$ cat src/rtl/sd_dma_byte_sink.sv
// Wishbone DMA write sink: buffers {sel,dat} words in a FIFO and unpacks them to a byte stream.
// First byte valid one edge after the accepting edge; a full FIFO stalls ack, out_ready=0 holds the byte.

module sd_dma_fifo #(
   parameter int DW = 36,
   parameter int AW = 4
) (
   input  logic          clk,
   input  logic          reset_n,
   input  logic          push,
   input  logic [DW-1:0] wdat,
   input  logic          pop,
   output logic [DW-1:0] rdat,
   output logic          full,
   output logic          empty,
   output logic [AW:0]   level
);
   logic [DW-1:0] mem [0:(1<<AW)-1];
   logic [AW:0]   wr_ptr;
   logic [AW:0]   rd_ptr;
   logic          do_push;
   logic          do_pop;

   assign level   = wr_ptr - rd_ptr;
   assign full    = level[AW];
   assign empty   = (level == '0);
   assign do_push = push & ~full;
   assign do_pop  = pop & ~empty;
   assign rdat    = mem[rd_ptr[AW-1:0]];

   always_ff @(posedge clk) begin
      if (!reset_n) begin
         wr_ptr <= '0;
         rd_ptr <= '0;
      end else begin
         if (do_push) wr_ptr <= wr_ptr + {{AW{1'b0}}, 1'b1};
         if (do_pop)  rd_ptr <= rd_ptr + {{AW{1'b0}}, 1'b1};
      end
   end

   always_ff @(posedge clk) begin
      if (reset_n && do_push) mem[wr_ptr[AW-1:0]] <= wdat;
   end
endmodule

module sd_dma_byte_sink #(
   parameter int FIFO_AW     = 4,
   parameter int BLOCK_BYTES = 512
) (
   input  logic               clk,
   input  logic               reset_n,
   input  logic [31:0]        wb_adr_i,
   input  logic [31:0]        wb_dat_i,
   input  logic [3:0]         wb_sel_i,
   input  logic               wb_we_i,
   input  logic               wb_cyc_i,
   input  logic               wb_stb_i,
   output logic               wb_ack_o,
   output logic [31:0]        wb_dat_o,
   output logic [7:0]         out_data,
   output logic               out_valid,
   input  logic               out_ready,
   output logic               block_done,
   output logic [15:0]        byte_count,
   output logic [FIFO_AW:0]   fifo_level
);
   localparam logic [15:0] BLK_MASK = 16'(BLOCK_BYTES - 1);

   logic        fifo_full;
   logic        fifo_empty;
   logic [35:0] fifo_rdat;
   logic        accept;
   logic        push;
   logic        pop;
   logic        xfer;
   logic        load;
   logic [31:0] word;
   logic [3:0]  mask;
   logic [3:0]  pick;
   logic [3:0]  mask_rest;
   logic [15:0] count_next;
   logic        unused_adr;

   assign unused_adr = ^wb_adr_i;
   assign wb_dat_o   = 32'h0;

   assign accept = wb_cyc_i & wb_stb_i & ~wb_ack_o & (~wb_we_i | ~fifo_full);
   assign push   = accept & wb_we_i & (wb_sel_i != 4'h0);

   always_ff @(posedge clk) begin
      if (!reset_n) wb_ack_o <= 1'b0;
      else          wb_ack_o <= accept;
   end

   sd_dma_fifo #(.DW(36), .AW(FIFO_AW)) u_fifo (
      .clk     (clk),
      .reset_n (reset_n),
      .push    (push),
      .wdat    ({wb_sel_i, wb_dat_i}),
      .pop     (pop),
      .rdat    (fifo_rdat),
      .full    (fifo_full),
      .empty   (fifo_empty),
      .level   (fifo_level)
   );

   // Highest remaining enabled byte goes out first.
   always_comb begin
      pick     = 4'b0000;
      out_data = 8'h00;
      if (mask[3]) begin
         pick     = 4'b1000;
         out_data = word[31:24];
      end else if (mask[2]) begin
         pick     = 4'b0100;
         out_data = word[23:16];
      end else if (mask[1]) begin
         pick     = 4'b0010;
         out_data = word[15:8];
      end else if (mask[0]) begin
         pick     = 4'b0001;
         out_data = word[7:0];
      end
   end

   assign out_valid = |mask;
   assign xfer      = out_valid & out_ready;
   assign mask_rest = mask & ~pick;
   // Refill on the same edge the last byte leaves, so words stream without a bubble.
   assign load      = ~out_valid | (xfer & (mask_rest == 4'h0));
   assign pop       = load & ~fifo_empty;

   always_ff @(posedge clk) begin
      if (!reset_n) begin
         word <= 32'h0;
         mask <= 4'h0;
      end else if (pop) begin
         word <= fifo_rdat[31:0];
         mask <= fifo_rdat[35:32];
      end else if (xfer) begin
         mask <= mask_rest;
      end
   end

   assign count_next = byte_count + 16'd1;

   always_ff @(posedge clk) begin
      if (!reset_n) begin
         byte_count <= 16'h0;
         block_done <= 1'b0;
      end else begin
         block_done <= xfer & ((count_next & BLK_MASK) == 16'h0);
         if (xfer) byte_count <= count_next;
      end
   end
endmodule

$ cat config.mk
export PLATFORM = sky130hd
export DESIGN_NAME = sd_dma_byte_sink
export DESIGN_NICKNAME = d
export VERILOG_FILES = /design/src/rtl/sd_dma_byte_sink.sv
export SDC_FILE = /design/constraint.sdc
export NUM_CORES = 1
export LEC_CHECK = 0
export BUFFER_PORTS_ARGS = -buffer_cell sky130_fd_sc_hd__buf_2
export CAP_MARGIN = 20
export CORE_MARGIN = 3
export CORE_UTILIZATION = 35
export DETAILED_ROUTE_END_ITERATION = 10
export PLACE_DENSITY = 0.62
export SLEW_MARGIN = 5
export SYNTH_ARGS = -nofsm -noshare
export SYNTH_HDL_FRONTEND = slang
export SYNTH_SLANG_ARGS = --single-unit
$ cat constraint.sdc
create_clock -name clk -period 10.6 [get_ports clk]
set_input_delay 1.59 -clock clk [delete_from_list [all_inputs] [get_ports clk]]
set_output_delay 1.59 -clock clk [all_outputs]
set_load 0.02 [all_outputs]
=== Word level (Yosys, flattened, before mapping) ===
Memories as Yosys holds them, arrays and structs flattened. A register that Yosys moved wholly into a read port is not among the register bits.
Index checks and enable logic that the tools add are counted.

* Add/sub/neg operators: 4
* Magnitude comparators: 0
* Bitwise operators: 20
* Shifts and indexed selects: 0
* Multipliers: 0
* Equal/unequal tests: 0
* Divide/modulo/power cells: 0
* Mux-type cells: 14
* Reductions and logical operators: 7

{| class="wikitable"
|+ Operators by type and width
! kind !! number
|-
| $mux W8 || 4
|-
| $mux W4 || 5
|-
| $add A16 B1 Y16 const B || 1
|-
| $logic_not A16 Y1 || 1
|-
| $and A1 B1 Y1 || 11
|-
| $add A5 B1 Y5 const B || 2
|-
| $logic_not A5 Y1 || 1
|-
| $not A1 Y1 || 5
|-
| $sub A5 B5 Y5 || 1
|-
| $and A4 B4 Y4 || 1
|-
| $logic_not A4 Y1 || 1
|-
| $not A4 Y4 || 1
|-
| $reduce_bool A4 Y1 || 1
|-
| $reduce_or A4 Y1 || 1
|-
| $mux W1 || 3
|-
| $mux W3 || 1
|-
| $mux W2 || 1
|-
| $or A1 B1 Y1 || 2
|-
| $reduce_bool A2 Y1 || 1
|-
| $logic_and A1 B1 Y1 || 1
|}

* Output and inout bits: 64
* Latch bits: 0
* Register bits after elaboration: 64
* Bits in writable memories: 576
* Logic and storage cells: 53
* Bits of input ports: 74
* Bits in read-only memories: 0
* Memories kept: 1

{| class="wikitable"
|+ Memories
! memory !! depth !! width !! rd ports !! clocked after memory_dff !! wr ports !! RTL line !! text
|-
| u_fifo.mem || 16 || 36 || 1 || 1 || 1 || 18 || <nowiki>logic [DW-1:0] mem [0:(1<<AW)-1];</nowiki>
|}

=== Depth between registers and ports, before layout ===
* Depth after elaboration: 13
* Mapped depth: 11
* Depth with buffers taken out: 10

=== Hierarchy ===
From an unflattened synthesis, not the netlist that was laid out.

* Cells, all modules: 1261
* Area, all modules: 25388.1 µm²

{| class="wikitable"
|+ By module, submodules not included
! module !! times used !! cells an instance !! seq. area each (µm²) !! area an instance (µm²)
|-
| sd_dma_fifo || 1 || 917 || 17576.9 || 22556.6
|-
| sd_dma_byte_sink || 1 || 344 || 1081.0 || 2831.5
|}

=== Worst setup path after synthesis ===
No wires, ideal clock.

* Kind: input to register
* Start point: input port reset_n
* End point: memory u_fifo.mem[5][0], enable pin
* Arrival: 6110 ps
* Setup slack: 3958 ps
* Cell stages on the path: 4
* Path buffers: 2
* Library setup time: 532 ps
* Data required time: 10068 ps
* Cells stage by stage: clkbuf_1 -> clkbuf_1 -> nand2_1 -> nor4b_1

* Word-level cells in the longest chain between the ends: 3

{| class="wikitable"
|+ RTL lines
! item !! RTL line !! text
|-
| from (decl) || 51 || <nowiki>input logic reset_n,</nowiki>
|-
| $logic_and A1 B1 Y1 || 42 || <nowiki>if (reset_n && do_push) mem[wr_ptr[AW-1:0]] <= wdat;</nowiki>
|-
| $mux W1 || 42 ||
|-
| $mux W1 (not written as such) || 42 ||
|-
| to (decl) || 18 ||
|}

No other way between the ends.

=== Worst setup path after layout ===
* Start point: register u_fifo.wr_ptr[3]
* End point: output port fifo_level[4]

* Word-level cells in the longest chain between the ends: 1

{| class="wikitable"
|+ RTL lines
! item !! RTL line !! text
|-
| from (decl) || 19 || <nowiki>logic [AW:0] wr_ptr;</nowiki>
|-
| from (signal assigned) || 36 || <nowiki>if (do_push) wr_ptr <= wr_ptr + {{AW{1'b0}}, 1'b1};</nowiki>
|-
| $sub A5 B5 Y5 || 24 || <nowiki>assign level = wr_ptr - rd_ptr;</nowiki>
|-
| to (decl) || 65 || <nowiki>output logic [FIFO_AW:0] fifo_level</nowiki>
|}

No other way between the ends.

==> qor_table.md <==
| Group | Result | This run |
|---|---|---|
| finish | Post-layout instance count excluding filler cells | 2417 |
| finish | NumNets Final | 1502 |
| routing | Wirelength per Cell | 23.43 microns |
| finish | Area of the multi-input gates | 6240 sq um |
| logic synthesis | Sequential element share of the synthesized area | 73.53% |
| flow run | Max cap viols | 0 |
| timing | Hold violation total from the final report | 0 |
| pwr | Leak | 9.084 nW |
| clocking | Sinks on Clock Net | 644 |
| global route | Total gr overflow | 0 |
| timing | Worst Setup Slack, final | 6.285 ns |
| clocking | Maximum number of buffers from clock root to sink | 3 |
| routing | # DRC | 0 |
| logic synthesis | Post-Syn Area per Cell | 19.07 sq um |
| global route | Global-route wire length before repair | 83940 microns |
| logic synthesis | EDFF count, synth | 576 |
| logic synthesis | Number of different library cells in the post-synthesis netlist | 52 |
| logic synthesis | Main synth FF type | sky130_fd_sc_hd__edfxtp_1 |
| floorplan | Initial Util | 35.44% |
| global route | Overall fraction of global-route tracks in use | 15.09% |
| min path | WHS Path Cells | 2 |
| logic synthesis | Gate Count Post-Synth | 1331 |
| logic synthesis | Area fraction of the dominant cell type after synthesis | 68.16% |
| routing | Detailed-routing iteration count for the pre-antenna-repair pass | 5 |
| timing | Final cycle utilization of the critical path | 40.71% |
| clocking | Post-CTS setup buffer count | 0 |
| finish | Storage element area | 18670 sq um |
| outcome | Status | finished, final reports clean |
| timing | Maximum clock frequency | 231.8 MHz |
| setup path | Worst EP arrival | 2.72 ns |
| finish | Layout Area Growth over Synthesis | 13.79% |
| global route | Number of global-route vias before repair | 13170 |
| clocking | Hold_buf cts | 0 |
| logic synthesis | Number of warnings printed during yosys synthesis | 0 |
| setup path | Type of destination of the critical path | primary output |
| timing | Unrepaired setup endpoints after global routing | no |
| routing | Remaining antenna violation count | 0 |
| setup path | R2R cell count | 6 |
| place | Worst-case setup slack after placement | 6.500 ns |
| routing | Routed wire length | 56640 microns |
| global route | Maximum number of pins on one net before global-route repair | 108 |
| clocking | CTS tree | yes |
| clocking | Number of buffers created by CTS | 67 |
| place | Last weighted congestion value of the routability-driven placer | 0.7416 |
| global route | Initial antenna violation count | 2 |
| clocking | CTS Root Cell | sky130_fd_sc_hd__clkbuf_16 |
| timing | Total count of max-transition violations in the final report | 0 |
| place | Detailed placer's ending HPWL | 28540 microns |
| setup path | Category of the worst setup path launch point | register |
| timing | Clock period minus worst slack | 4.315 ns |
| finish | Number of filler cells placed in the layout | 6352 |
| timing | Setup-violating endpoint count in the final report | 0 |
| floorplan | Num ports | 138 |
| timing | Slew at the pin closest to its max-slew limit | 0.9915 ns |
| floorplan | Die Outline Area | 75770 sq um |
| floorplan | Site row count | 98 |
| floorplan | Die boundary width | 275.3 microns |
| clocking | CTS clock-pin slew for the worst setup and hold paths | 0.06 ns |
| routing | Via Count | 12930 |
| pwr | Power density over the cells | 222.7 nW/um^2 |
| pwr | IR drop worst, VDD | 0.1606 mV |
| finish | Share of final-layout standard cells stronger than drive strength 1 | 25.17% |
| timing | Worst Skew | 0.02534 ns |
| routing | Initial DRC Count | 1174 |
| setup path | Endpoint required time on the critical path | 9.01 ns |
| logic synthesis | Dominant cells by area after synthesis | sky130_fd_sc_hd__edfxtp_1 68%, sky130_fd_sc_hd__mux4_2 13%, sky130_fd_sc_hd__dfxtp_1 5.4% |
| floorplan | Area of the core region | 71610 sq um |
| min path | Type of the tightest min-delay check | register to register |
| place | Number of input and output port buffers inserted | 73 |
| floorplan | Height of the die | 275.3 microns |
| logic synthesis | Most area-hungry cell type in the Yosys netlist | sky130_fd_sc_hd__edfxtp_1 |
| setup path | CP Class | register to primary output |
| timing | Setup tns final | 0 ns |
| place | Placed instance count | 2295 |
| timing | Max-slew headroom at the worst pin | 33.90% |
| logic synthesis | Cell area after technology mapping | 25380 sq um |
| logic synthesis | Fraction of synthesis flops using an asynchronous set or reset pin | 0% |
| routing | Mean number of vias per cell | 5.348 |
| clocking | CTS-repair resized insts | 0 |
| logic synthesis | Count of state elements after synthesis | 644 |
| setup path | Largest fanout of any net on the critical path | 13 |
| clocking | Number of H-tree levels | 3 |
| clocking | Clock latency of the later-clocked register in the worst-skew pair | 0.61 ns |
==> final cells by class <==
| class | instances | share of cell area, % |
|---|---|---|
| clock buffers | 97 | 6.695 |
| flip-flops and latches | 644 | 64.64 |
| repair buffers | 103 | 2.236 |
| inverters | 16 | 0.2080 |
| diodes | 1 | 0.008667 |
| well taps | 950 | 4.117 |
| multi-input cells | 584 | 21.61 |
| clock inverters | 22 | 0.4810 |
==> layer usage <==
metal  vias up  track usage [%]  wire [microns]
met5         -                0              11
li1       5579                -               -
met1      6781            20.31           24150
met3       103            3.303            3831
met4         2            4.892            1574
met2       462            24.49           27070
==> worst max-delay path, cell delays in order (launching register included) <==
cell	delay [ns]
sky130_fd_sc_hd__dfxtp_1	0.73
sky130_fd_sc_hd__ha_1	0.39
sky130_fd_sc_hd__a21oi_1	0.17
sky130_fd_sc_hd__a21oi_1	0.11
sky130_fd_sc_hd__or2_2	0.36
sky130_fd_sc_hd__inv_2	0.17
sky130_fd_sc_hd__buf_2	0.20
==> synthesized netlist by cell type, types with 2 or more instances <==
library cell	instances
sky130_fd_sc_hd__a21boi_0	3
sky130_fd_sc_hd__mux2i_1	12
sky130_fd_sc_hd__o21ai_0	18
sky130_fd_sc_hd__buf_4	39
sky130_fd_sc_hd__nand3_1	42
sky130_fd_sc_hd__a31oi_1	2
sky130_fd_sc_hd__nand3b_1	6
sky130_fd_sc_hd__or3_1	6
sky130_fd_sc_hd__a211oi_1	3
sky130_fd_sc_hd__nand2b_1	6
sky130_fd_sc_hd__a21boi_1	2
sky130_fd_sc_hd__edfxtp_1	576
sky130_fd_sc_hd__o211ai_1	3
sky130_fd_sc_hd__o31ai_1	2
sky130_fd_sc_hd__and2_1	16
sky130_fd_sc_hd__buf_6	7
sky130_fd_sc_hd__nor4b_1	4
sky130_fd_sc_hd__clkbuf_1	52
sky130_fd_sc_hd__xor2_1	8
sky130_fd_sc_hd__buf_2	17
sky130_fd_sc_hd__xnor2_1	10
sky130_fd_sc_hd__o221ai_1	32
sky130_fd_sc_hd__ha_1	11
sky130_fd_sc_hd__or4_1	2
sky130_fd_sc_hd__mux4_2	144
sky130_fd_sc_hd__and3b_1	2
sky130_fd_sc_hd__a22oi_1	5
sky130_fd_sc_hd__a21oi_1	22
sky130_fd_sc_hd__mux2_2	4
sky130_fd_sc_hd__nor3_1	11
sky130_fd_sc_hd__nand4_1	2
sky130_fd_sc_hd__a22o_1	32
sky130_fd_sc_hd__nor4_1	11
sky130_fd_sc_hd__dfxtp_1	68
sky130_fd_sc_hd__buf_1	3
sky130_fd_sc_hd__nor2b_1	5
sky130_fd_sc_hd__nand2_1	66
sky130_fd_sc_hd__and3_1	2
sky130_fd_sc_hd__a221oi_1	32
sky130_fd_sc_hd__inv_1	15
sky130_fd_sc_hd__nor2_1	17
==> layout by cell type (no fill, tap or decap), types with 8 or more instances in the layout <==
cell / synthesis / layout
sky130_fd_sc_hd__a21oi_1: 22 / 21
sky130_fd_sc_hd__a221oi_1: 32 / 32
sky130_fd_sc_hd__a22o_1: 32 / 32
sky130_fd_sc_hd__and2_1: 16 / 16
sky130_fd_sc_hd__buf_2: 17 / 72
sky130_fd_sc_hd__buf_4: 39 / 27
sky130_fd_sc_hd__clkbuf_1: 52 / 19
sky130_fd_sc_hd__clkbuf_16: 0 / 70
sky130_fd_sc_hd__clkbuf_8: 0 / 8
sky130_fd_sc_hd__clkinv_1: 0 / 10
sky130_fd_sc_hd__conb_1: 1 / 32
sky130_fd_sc_hd__dfxtp_1: 68 / 66
sky130_fd_sc_hd__edfxtp_1: 576 / 576
sky130_fd_sc_hd__ha_1: 11 / 11
sky130_fd_sc_hd__inv_1: 15 / 15
sky130_fd_sc_hd__mux2i_1: 12 / 12
sky130_fd_sc_hd__mux4_2: 144 / 144
sky130_fd_sc_hd__nand2_1: 66 / 66
sky130_fd_sc_hd__nand3_1: 42 / 42
sky130_fd_sc_hd__nor2_1: 17 / 16
sky130_fd_sc_hd__nor4_2: 0 / 8
sky130_fd_sc_hd__o21ai_0: 18 / 18
sky130_fd_sc_hd__o221ai_1: 32 / 32
sky130_fd_sc_hd__xnor2_1: 10 / 10
sky130_fd_sc_hd__xor2_1: 8 / 8
==> cell families (layout without fill, tap and decap cells) <==
logic type,count (synthesis),count (layout),share of synthesized area (%)
AOI/OAI and AO/OA,162,162,4.960
xor gates and xnor gates,18,18,0.6213
adders and majority gates,12,12,0.6213
buffers and inverters,134,238,2.850
DFF,644,644,73.53
muxes,160,160,13.43
other,1,33,0.01478
and+or+nand+nor,200,200,3.974
==> power by group <==
group,switching [mW],internal (mW),total (mW)
Sequential,0.116,2.85,2.97
Clock,0.934,1.27,2.21
Combinational,0.722,0.531,1.25
Total,1.77,4.66,6.43
==> path summary, 6_finish.rpt <==
check / startpoint / end / slack, ns
setup / recovery: u_fifo.wr_ptr[3] / fifo_level[4] / 6.29
hold / removal: u_fifo.rd_ptr[4] / u_fifo.rd_ptr[4] / 0.49
setup reg to reg: register / word[14] / 7.09
hold reg to reg: u_fifo.rd_ptr[4] / u_fifo.rd_ptr[4] / 0.49
==> state kept, by name, indices dropped and copies added (netlist names), named ones only <==
signal	cells
byte_count	16
block_done	1
mask	4
word	32
u_fifo.mem	576
u_fifo.rd_ptr	5
u_fifo.wr_ptr	5
wb_ack_o	1
==> metrics by stage <==
| step | hold WS (ns) | area, sq um | power, mW | utilization, % |
|---|---|---|---|---|
| 5_1_grt | 0.5245 | 28870 | 6.715 | 40.32 |
| 6_report | 0.4879 | 28870 | 6.429 | 40.32 |
| 2_1_floorplan | 0.4542 | 25490 | 3.904 | - |
| 4_1_cts | 0.4848 | 28820 | 6.477 | 40.25 |
| 3_3_place_gp | 0.4654 | 26740 | 4.231 | 37.34 |
| 3_5_place_dp | 0.4790 | 26750 | 4.263 | 37.36 |
Power figures use the tool's default switching activity.
